### src/rtl/signed_minmax_tracker_if.sv
// Sample-in / window-result-out handshake bundle for signed_minmax_tracker.
// Index signals exist only when MINMAX_IDX_EN is defined.
interface signed_minmax_tracker_if #(
    parameter int IDXW = 4
);
    logic              in_valid;
    logic signed [3:0] in_data;
    logic              in_ready;
    logic              out_valid;
    logic              out_ready;
    logic signed [3:0] out_max;
    logic signed [3:0] out_min;
    logic              out_alleq;
`ifdef MINMAX_IDX_EN
    logic [IDXW-1:0]   out_max_idx;
    logic [IDXW-1:0]   out_min_idx;

    modport master (
        output in_valid, in_data, out_ready,
        input  in_ready, out_valid, out_max, out_min, out_alleq,
        input  out_max_idx, out_min_idx
    );

    modport slave (
        input  in_valid, in_data, out_ready,
        output in_ready, out_valid, out_max, out_min, out_alleq,
        output out_max_idx, out_min_idx
    );
`else
    modport master (
        output in_valid, in_data, out_ready,
        input  in_ready, out_valid, out_max, out_min, out_alleq
    );

    modport slave (
        input  in_valid, in_data, out_ready,
        output in_ready, out_valid, out_max, out_min, out_alleq
    );
`endif
endinterface

### src/rtl/signed_minmax_tracker.sv
// Running signed max/min over a window of WIN 4-bit samples, result held until consumed.
// Optional first-occurrence index outputs are enabled by defining MINMAX_IDX_EN.
module signed_minmax_tracker #(
    parameter int WIN  = 8,
    parameter int IDXW = 4
) (
    input  logic                   clk,
    input  logic                   rst_n,
    input  logic                   clear,
    signed_minmax_tracker_if.slave bus
);

    typedef enum logic [1:0] {
        ST_IDLE = 2'd0,
        ST_ACC  = 2'd1,
        ST_HOLD = 2'd2
    } state_t;

    localparam logic [IDXW-1:0] LAST_POS = IDXW'(WIN - 1);

    state_t            r_state;
    state_t            w_state_nxt;
    logic [IDXW-1:0]   r_count;
    logic signed [3:0] r_max;
    logic signed [3:0] r_min;
    logic              r_alleq;
`ifdef MINMAX_IDX_EN
    logic [IDXW-1:0]   r_max_idx;
    logic [IDXW-1:0]   r_min_idx;
`endif

    logic              w_in_ready;
    logic              w_out_valid;
    logic              w_accept;
    logic              w_last;
    logic              w_gt_max;
    logic              w_lt_min;
    logic              w_differs;

    // Sign bit decides first; with equal signs the raw patterns order correctly as unsigned.
    function automatic logic signed_gt(input logic signed [3:0] a, input logic signed [3:0] b);
        if (a[3] != b[3])
            return ~a[3];
        return unsigned'(a) > unsigned'(b);
    endfunction

    assign w_accept  = bus.in_valid & w_in_ready & ~clear;
    assign w_last    = (r_count == LAST_POS);
    assign w_gt_max  = signed_gt(bus.in_data, r_max);
    assign w_lt_min  = signed_gt(r_min, bus.in_data);
    assign w_differs = (bus.in_data != r_max) || (bus.in_data != r_min);

    always_ff @(posedge clk or negedge rst_n) begin
        if (!rst_n)
            r_state <= ST_IDLE;
        else
            r_state <= w_state_nxt;
    end

    always_comb begin
        w_state_nxt = r_state;
        if (clear) begin
            w_state_nxt = ST_IDLE;
        end else begin
            case (r_state)
                ST_IDLE: if (w_accept)           w_state_nxt = ST_ACC;
                ST_ACC:  if (w_accept && w_last) w_state_nxt = ST_HOLD;
                ST_HOLD: if (bus.out_ready)      w_state_nxt = ST_IDLE;
                default:                         w_state_nxt = ST_IDLE;
            endcase
        end
    end

    // Handshake flags decode the state register only, never in_valid.
    always_comb begin
        w_in_ready  = 1'b1;
        w_out_valid = 1'b0;
        case (r_state)
            ST_HOLD: begin
                w_in_ready  = 1'b0;
                w_out_valid = 1'b1;
            end
            default: begin
                w_in_ready  = 1'b1;
                w_out_valid = 1'b0;
            end
        endcase
    end

    always_ff @(posedge clk or negedge rst_n) begin
        if (!rst_n) begin
            r_count <= '0;
        end else if (clear) begin
            r_count <= '0;
        end else if (w_accept) begin
            if (r_state == ST_IDLE)
                r_count <= IDXW'(1);
            else
                r_count <= r_count + IDXW'(1);
        end else if (r_state == ST_HOLD && bus.out_ready) begin
            r_count <= '0;
        end
    end

    // Statistics move only on accepted samples; ties never replace, so the first occurrence wins.
    always_ff @(posedge clk or negedge rst_n) begin
        if (!rst_n) begin
            r_max   <= '0;
            r_min   <= '0;
            r_alleq <= 1'b0;
        end else if (w_accept) begin
            if (r_state == ST_IDLE) begin
                r_max   <= bus.in_data;
                r_min   <= bus.in_data;
                r_alleq <= 1'b1;
            end else begin
                if (w_gt_max)
                    r_max <= bus.in_data;
                if (w_lt_min)
                    r_min <= bus.in_data;
                if (w_differs)
                    r_alleq <= 1'b0;
            end
        end
    end

`ifdef MINMAX_IDX_EN
    always_ff @(posedge clk or negedge rst_n) begin
        if (!rst_n) begin
            r_max_idx <= '0;
            r_min_idx <= '0;
        end else if (w_accept) begin
            if (r_state == ST_IDLE) begin
                r_max_idx <= '0;
                r_min_idx <= '0;
            end else begin
                if (w_gt_max)
                    r_max_idx <= r_count;
                if (w_lt_min)
                    r_min_idx <= r_count;
            end
        end
    end

    assign bus.out_max_idx = r_max_idx;
    assign bus.out_min_idx = r_min_idx;
`endif

    assign bus.in_ready  = w_in_ready;
    assign bus.out_valid = w_out_valid;
    assign bus.out_max   = r_max;
    assign bus.out_min   = r_min;
    assign bus.out_alleq = r_alleq;

endmodule

### src/flat_wrapper.sv
// flat-port wrapper written by rule: the top's interface ports become plain ports
module signed_minmax_tracker_flat 
#(
    parameter int WIN  = 8,
    parameter int IDXW = 4
)
  (clk, rst_n, clear, bus_in_valid, bus_in_data, bus_out_ready, bus_in_ready, bus_out_valid, bus_out_max, bus_out_min, bus_out_alleq);
  signed_minmax_tracker_if #(.IDXW(IDXW)) bus_i ();
  input  logic clk;
  input  logic rst_n;
  input  logic clear;
  input wire logic [$bits(bus_i.in_valid)-1:0] bus_in_valid;
  input wire logic [$bits(bus_i.in_data)-1:0] bus_in_data;
  input wire logic [$bits(bus_i.out_ready)-1:0] bus_out_ready;
  output wire logic [$bits(bus_i.in_ready)-1:0] bus_in_ready;
  output wire logic [$bits(bus_i.out_valid)-1:0] bus_out_valid;
  output wire logic [$bits(bus_i.out_max)-1:0] bus_out_max;
  output wire logic [$bits(bus_i.out_min)-1:0] bus_out_min;
  output wire logic [$bits(bus_i.out_alleq)-1:0] bus_out_alleq;
  assign bus_i.in_valid = bus_in_valid;
  assign bus_i.in_data = bus_in_data;
  assign bus_i.out_ready = bus_out_ready;
  assign bus_in_ready = bus_i.in_ready;
  assign bus_out_valid = bus_i.out_valid;
  assign bus_out_max = bus_i.out_max;
  assign bus_out_min = bus_i.out_min;
  assign bus_out_alleq = bus_i.out_alleq;
  signed_minmax_tracker #(.WIN(WIN), .IDXW(IDXW)) u_core (.clk(clk), .rst_n(rst_n), .clear(clear), .bus(bus_i));
endmodule
### config.mk
export PLATFORM = sky130hd
export DESIGN_NAME = signed_minmax_tracker_flat
export DESIGN_NICKNAME = d
export VERILOG_FILES = /design/src/rtl/signed_minmax_tracker_if.sv /design/src/rtl/signed_minmax_tracker.sv /design/src/flat_wrapper.sv
export SDC_FILE = /design/constraint.sdc
export NUM_CORES = 1
export LEC_CHECK = 0
export ABC_AREA = 1
export BUFFER_PORTS_ARGS = -buffer_cell sky130_fd_sc_hd__buf_2
export CELL_PAD_IN_SITES_DETAIL_PLACEMENT = 1
export CELL_PAD_IN_SITES_GLOBAL_PLACEMENT = 2
export CORE_ASPECT_RATIO = 1.25
export CORE_UTILIZATION = 30
export DETAILED_ROUTE_END_ITERATION = 10
export GPL_TIMING_DRIVEN = 0
export HOLD_SLACK_MARGIN = 0.03
export PLACE_DENSITY_LB_ADDON = 0.1
export SYNTH_ARGS = -nofsm -noshare
export SYNTH_HDL_FRONTEND = slang
export SYNTH_SLANG_ARGS = --single-unit
### constraint.sdc
create_clock -name clk -period 1.7 [get_ports clk]
set_clock_uncertainty 0.15 [all_clocks]
set_input_delay 0.085 -clock clk [delete_from_list [all_inputs] [get_ports clk]]
set_output_delay 0.085 -clock clk [all_outputs]
set_load 0.02 [all_outputs]
==> results.md, run 1 <==
- Status: finished clean
- # diodes: 0
- DRT Pass-1 Iters: 4
- Via-to-Cell Ratio: ~4.6
- Cell Count Post-Placement: 187
- CP startpoint kind: register
- Synthesized area per cell: 7.57 um2
- Final wirelength: between 2000 and 3000 um
- WP data required: 1740 ps
- Reg-to-Reg Start: u_core.bus.out_max[3]
- PortBufs: 19
- Post-DP HPWL: between 1500 and 2000 um
- Crit end category: register
- Comb pwr share: 50.9%
- Total grt overflow: 0
- DRC: 0
- Most frequent cells in the layout: nand2_1, inv_1, buf_2
- Worst Hold Path Cells: 4
- P_int: 962 uW
- Max Root-Sink Buffers: 2
- Arr. time, crit path: 1640 ps
- Pwr/cell area: 1230 mW/mm2
- Worst-path cell chain: inv_1 -> ha_4 -> nand2_2 -> nor2_2 -> nor2_1 -> nand2_1 -> nand2_4 -> nand2_4 -> nand2_1 -> nand2_1
- Library cells used by synthesis: 20
- Seq cells post-synth: 15
- Layout cells sized above 1: between 20% and 30%
- P&R area growth vs syn: 39.6%
- Clk sink count: 15
- Crit path buffers/inverters: 1
- Via count: 941
- R2R Path End: u_core.bus.out_max[3]
- Worst hold path type: input port to register
- Seq/Total Area, Yosys: 37.8%
- Final worst slack: approximately 100 ps
- Syn Nets: 149
- Slowest cell on crit path: dfrtp_1
- Slew Limit Fails: 0
- Routability congestion estimate: 0.781
- Synth top area cells: dfrtp_1, nand2_1, ha_1
- Clk Tree Root Cell: clkbuf_8
- Global-route wire length before repair: ~4300 um
- DP Area: between 0.001 and 0.0015 mm2
- Number of global-route vias before repair: 976
- CORE AREA: about 0.0032 mm2
- Fin area: 0.00139 mm2
- Total GRT Usage: 17.6%
- Synth warnings: 0
- I/O pin total: 20
- Sw frac: between 40% and 50%
- Die area: 0.00354 mm2
- Max cap viols: 0
- Placement row count: 23
- Final Hold Viols: 0
- Yosys top cell by area: dfrtp_1
- Fin cells: 203
- Kind of critical path: register to register
- Sw Pwr: approximately 740 uW
- Cell area after synthesis: 992 um2
- Top cell by count, worst path: nand2_1
- Horiz. Die Dim: about 53 um
- Final hold slack: 51.3 ps
- Post-layout min period: 1600 ps
- Hold path startpoint: bus_in_valid
- Slew HR: 74.5%
- Drt wl/cell: 13.3 um
- 1st-iter DRT viols: 2
- Pre-CTS setup slack: -29.2 ps
- Post-synthesis cell count: 131
- Setup slack, reg-to-reg: 100 ps
- Commonest non-fill, non-tap cell in the layout: nand2_1
- Antenna violations before repair: 0
- LEAKAGE: 0.000730 uW
- Worst reg-to-reg path cell count: 10
- TritonCTS clock tree: done
- Fin nets: 185
- Max VDD drop: 0.443 mV
- Final setup fails: 0
- Clock latency on the worst-skew pair: 250 ps
- Die height: between 60 and 70 um
- Post-synth top area share: 37.8%
- Worst-path fanout max: 5
- Layout Utilization: 43.4%
- Clk pwr share: roughly 18%
- Fmax: 0.627 GHz
- Clock slew at reported path FFs: 60 ps
- Worst-Margin Slew: about 380 ps
- Sequential power share: 31.5%
- Delay-heaviest family, CP: simple AND/OR/NAND/NOR gates
- Inserted Clock Buffers: 3
- Hold Path Sink: u_core.r_state[1]
- Largest net degree at the start of global routing: 16
- Final Cycle Share: 93.9%
- Starting Density: 31.1%
- Antenna-violating nets left: 0
- H-tree Lvls: 1
- Largest stage delay, worst path: between 300 and 400 ps
[cells by family after synthesis]
logic type,share of synthesized area [%]
compound gates,5.55
xor+xnor,1.77
fa+ha+maj,11.3
buf+inv,10.6
flops,37.8
simple gates,32.9
[power by group through the flow]
stage | combinational (uW) | sequential [uW] | clock [uW]
CTS | 750 | 538 | 319
global placement | 693 | 534 | 0
detailed placement | 716 | 538 | 0
finish | 866 | 535 | 300
global route | 983 | 550 | 326
floorplan | 398 | 634 | 0
[cells in the mapped netlist, drive strengths merged]
cell	n
inv	25
nor2	12
xnor2	1
buf	1
o22ai	3
dfrtp	15
o21ai	4
nand4	1
nand3	10
xor2	1
ha	9
a21oi	1
nand2	46
nand3b	2
[metrics by stage]
step | power, uW | TNS, ps
after detailed placement | 1250 | -116
after CTS | 1610 | 0
after global placement | 1230 | 0
after floorplan | 1030 | 0
final | 1700 | 0
after global routing | 1860 | -82.1
[state kept, by name (all words and copies together) (netlist names)]
signal / count
u_core.bus.out_max: 4
u_core.bus.out_alleq: 1
u_core.r_count: 4
u_core.r_state: 2
u_core.bus.out_min: 4
[what timing repair did]
item / CTS / global route
pin swaps: 0 / 12
hold buffers: 8 / 0
gates resized for setup: 3 / 11
setup endpoints to repair: 8 / 9
hold endpoints to repair: 28 / 0
buffers inserted: 0 / 4
[metal layers]
layer  vias to the layer above  track usage (%)  share of wire [%]
li1                        476                -                  -
met5                         -                0                  0
met2                        19             34.2                 57
met3                         4             2.07                2.3
met1                       442             17.3                 39
met4                         0             8.88                1.6
[worst max path at each step]
stage	startpoint	endpoint	slack [ps]	depth (start not counted)
detailed placement	u_core.bus.out_min[3]	u_core.bus.out_min[3]	-30	9
floorplan	u_core.bus.out_max[3]	u_core.bus.out_max[0]	90	10
finish	u_core.bus.out_max[3]	u_core.bus.out_max[3]	100	10
CTS	u_core.bus.out_max[3]	u_core.bus.out_max[0]	30	10
global placement	u_core.bus.out_min[3]	u_core.bus.out_min[3]	7	9
global route	u_core.bus.out_max[3]	u_core.bus.out_max[3]	-30	10
[cell type report]
type	count	area, um2
Fill cell	402	1810
Multi-Input combinational cell	90	594
Sequential cell	15	377
Timing Repair Buffer	31	218
Inverter	25	93.8
Tap cell	37	46.3
Clock buffer	4	45.0
Buffer	1	11.3
[worst min-delay path: stages]
cell and delay, ps:
buf_2 90, o21ai_1 50, nand3b_1 140, nand2_1 50
No activity file was read; power rests on OpenSTA's default activity.
==> run 2: changes to the inputs <==
--- a/config.mk
+++ b/config.mk
@@ -10,11 +10,12 @@
 export CELL_PAD_IN_SITES_DETAIL_PLACEMENT = 1
 export CELL_PAD_IN_SITES_GLOBAL_PLACEMENT = 2
 export CORE_ASPECT_RATIO = 1.25
+export CORE_MARGIN = 1.5
 export CORE_UTILIZATION = 30
 export DETAILED_ROUTE_END_ITERATION = 10
 export GPL_TIMING_DRIVEN = 0
 export HOLD_SLACK_MARGIN = 0.03
-export PLACE_DENSITY_LB_ADDON = 0.1
+export PLACE_DENSITY_LB_ADDON = 0.08
 export SYNTH_ARGS = -nofsm -noshare
 export SYNTH_HDL_FRONTEND = slang
 export SYNTH_SLANG_ARGS = --single-unit
==> constraint.sdc (replaced) <==
create_clock -name clk -period 1.7 [get_ports clk]
set_clock_uncertainty 0.15 [all_clocks]
set_input_delay 0.17 -clock clk [delete_from_list [all_inputs] [get_ports clk]]
set_output_delay 0.17 -clock clk [all_outputs]
set_load 0.02 [all_outputs]
==> results.md, run 2 (synthesis gave the netlist of run 1 again) <==
- Post-layout min period: 1600 ps
- Most frequent cells in the layout: nand2_1, inv_1, buf_2
- Total grt overflow: 0
- Slew Limit Fails: 0
- Crit path to: u_core.bus.out_min[3]
- Setup slack, reg-to-reg: 100 ps
- Setup_tns: 0 ps
- Routability congestion estimate: 0.763
- Drt wl/cell: ~12 um
- Starting Density: 31.1%
- Final worst slack: 97.6 ps
- Worst hold path type: input port to register
- P_int: roughly 900 uW
- Kind of critical path: register to register
- Via count: 878
- Total GRT Usage: 14.5%
- PortBufs: 19
- DP Area: 0.00113 mm2
- Final wirelength: 2390 um
- Global-route wire length before repair: 3830 um
- Max VDD drop: 0.494 mV
- Number of global-route vias before repair: 897
- I/O pin total: 20
- Post-DP HPWL: ~1900 um
- Largest stage delay, worst path: 400 ps
- Reg-to-Reg Start: u_core.bus.out_min[2]
- Fin cells: between 150 and 200
- Antenna violations before repair: 0
- Die height: roughly 67 um
- CORE AREA: 0.00319 mm2
- Antenna-violating nets left: 0
- Fin area: 0.00127 mm2
- Arr. time, crit path: 1590 ps
- Clk pwr share: 18.1%
- Final Cycle Share: between 90% and 100%
- Comb pwr share: 49.5%
- CP startpoint kind: register
- R2R Path End: u_core.bus.out_min[3]
- Sequential power share: 32.4%
- Sw Pwr: ~700 uW
- # diodes: 0
- Clock slew at reported path FFs: 60 ps
- Die area: 0.00366 mm2
- Cell Count Post-Placement: between 150 and 200
- Final Hold Viols: 0
- Clock latency on the worst-skew pair: 250 ps
- Pwr/cell area: 1290 mW/mm2
- Via-to-Cell Ratio: between 4 and 5
- Fmax: 0.624 GHz
- Final setup fails: 0
- Worst reg-to-reg path cell count: 9
- Max cap viols: 0
- Sw frac: 43.7%
- Horiz. Die Dim: 54.4 um
- Crit end category: register
- Pre-CTS setup slack: -10.4 ps
- 1st-iter DRT viols: 10
- TritonCTS clock tree: done
- Status: finished clean
- Slowest cell on crit path: dfrtp_1
- DRC: 0
- Clk Tree Root Cell: clkbuf_8
- Clk sink count: 15
- Fin nets: 175
- Fillers: 391
- Worst-path fanout max: 5
- Commonest non-fill, non-tap cell in the layout: nand2_1
- H-tree Lvls: 1
- Largest net degree at the start of global routing: 16
- Top cell by count, worst path: nand2_1
- Layout cells sized above 1: 29.5%
- DRT Pass-1 Iters: 4
- Inserted Clock Buffers: 3
- Slew HR: 75.7%
- Placement row count: 23
- Worst-path cell chain: ha_1 -> nand2_1 -> nor2_1 -> nor2_1 -> nand2_2 -> nand2_4 -> nand2_4 -> nand2_1 -> nand2_1
- WP data required: 1690 ps
- LEAKAGE: 0.000683 uW
- P&R area growth vs syn: 28.0%
- Worst-Margin Slew: 365 ps
- Critical path launch point: u_core.bus.out_min[2]
- Max Root-Sink Buffers: 2
run 2: cell count changes in the layout (fill, tap and decap cells not counted):
| cell | change |
|---|---|
| dlygate4sd3_1 | -7 |
| buf_4 | -2 |
| buf_12 | -1 |
| ha_1 | +1 |
| ha_4 | -1 |
| nand2_1 | -1 |
| nand2_2 | +1 |
run 2: worst min-delay path by stage:
stage	depth (start not counted)	slack [ps]	startpoint	to
2_1_floorplan	0	-280	rst_n	u_core.bus.out_alleq
3_3_place_gp	1	-40	rst_n	u_core.bus.out_max[1]
3_5_place_dp	1	-30	rst_n	u_core.bus.out_max[1]
4_1_cts	3	60	bus_in_data[2]	u_core.bus.out_max[2]
5_1_grt	3	80	bus_in_data[2]	u_core.bus.out_min[2]
6_report	3	60	bus_in_data[2]	u_core.bus.out_max[2]
run 2: repair_timing:
action	in CTS	in global routing
setup buffers	0	1
hold buffers	1	0
hold endpoints to repair	15	0
gates resized for setup	2	12
gates cloned	0	0
pin swaps	0	3
endpoints found under the setup margin	6	8
run 2: per-layer routing:
metal / wire (um) / track usage [%] / vias up
met5: 0 / 0 / -
met4: 18 / 4.69 / 0
met3: 62 / 1.99 / 2
met2: 1280 / 27.6 / 14
met1: 1020 / 16.0 / 409
li1: - / - / 453
run 2: power groups by stage:
stage | registers (uW) | logic (uW) | clock network [uW]
2_1_floorplan | 634 | 398 | 0
3_3_place_gp | 534 | 695 | 0
3_5_place_dp | 536 | 715 | 0
4_1_cts | 530 | 724 | 308
5_1_grt | 550 | 936 | 325
6_report | 533 | 813 | 297
run 2: through the flow:
stage	hold slack, ps	utilization (%)	total power, uW
global placement	-44.5	35.5	1230
detailed placement	-34.4	35.5	1250
floorplan	-276	-	1030
finish	60.0	39.8	1640
global route	81.7	39.8	1810
CTS	61.0	37.4	1560
run 2: critical path, delay by kind of cell, from the launching register on:
kind,cells,cell delay [ps]
AND/OR/NAND/NOR,8,630
flip-flops,1,400
adder cells (fa/ha/maj),1,300
run 2: final cells by class:
type                    instances  area [um2]  area share [%]
inverters                      25        93.8            7.39
flip-flops and latches         15         377            29.7
plain buffers                   1        11.3           0.887
repair buffers                 21         113            8.87
well taps                      37        46.3            3.65
clock buffers                   4        45.0            3.55
multi-input cells              90         584            46.0
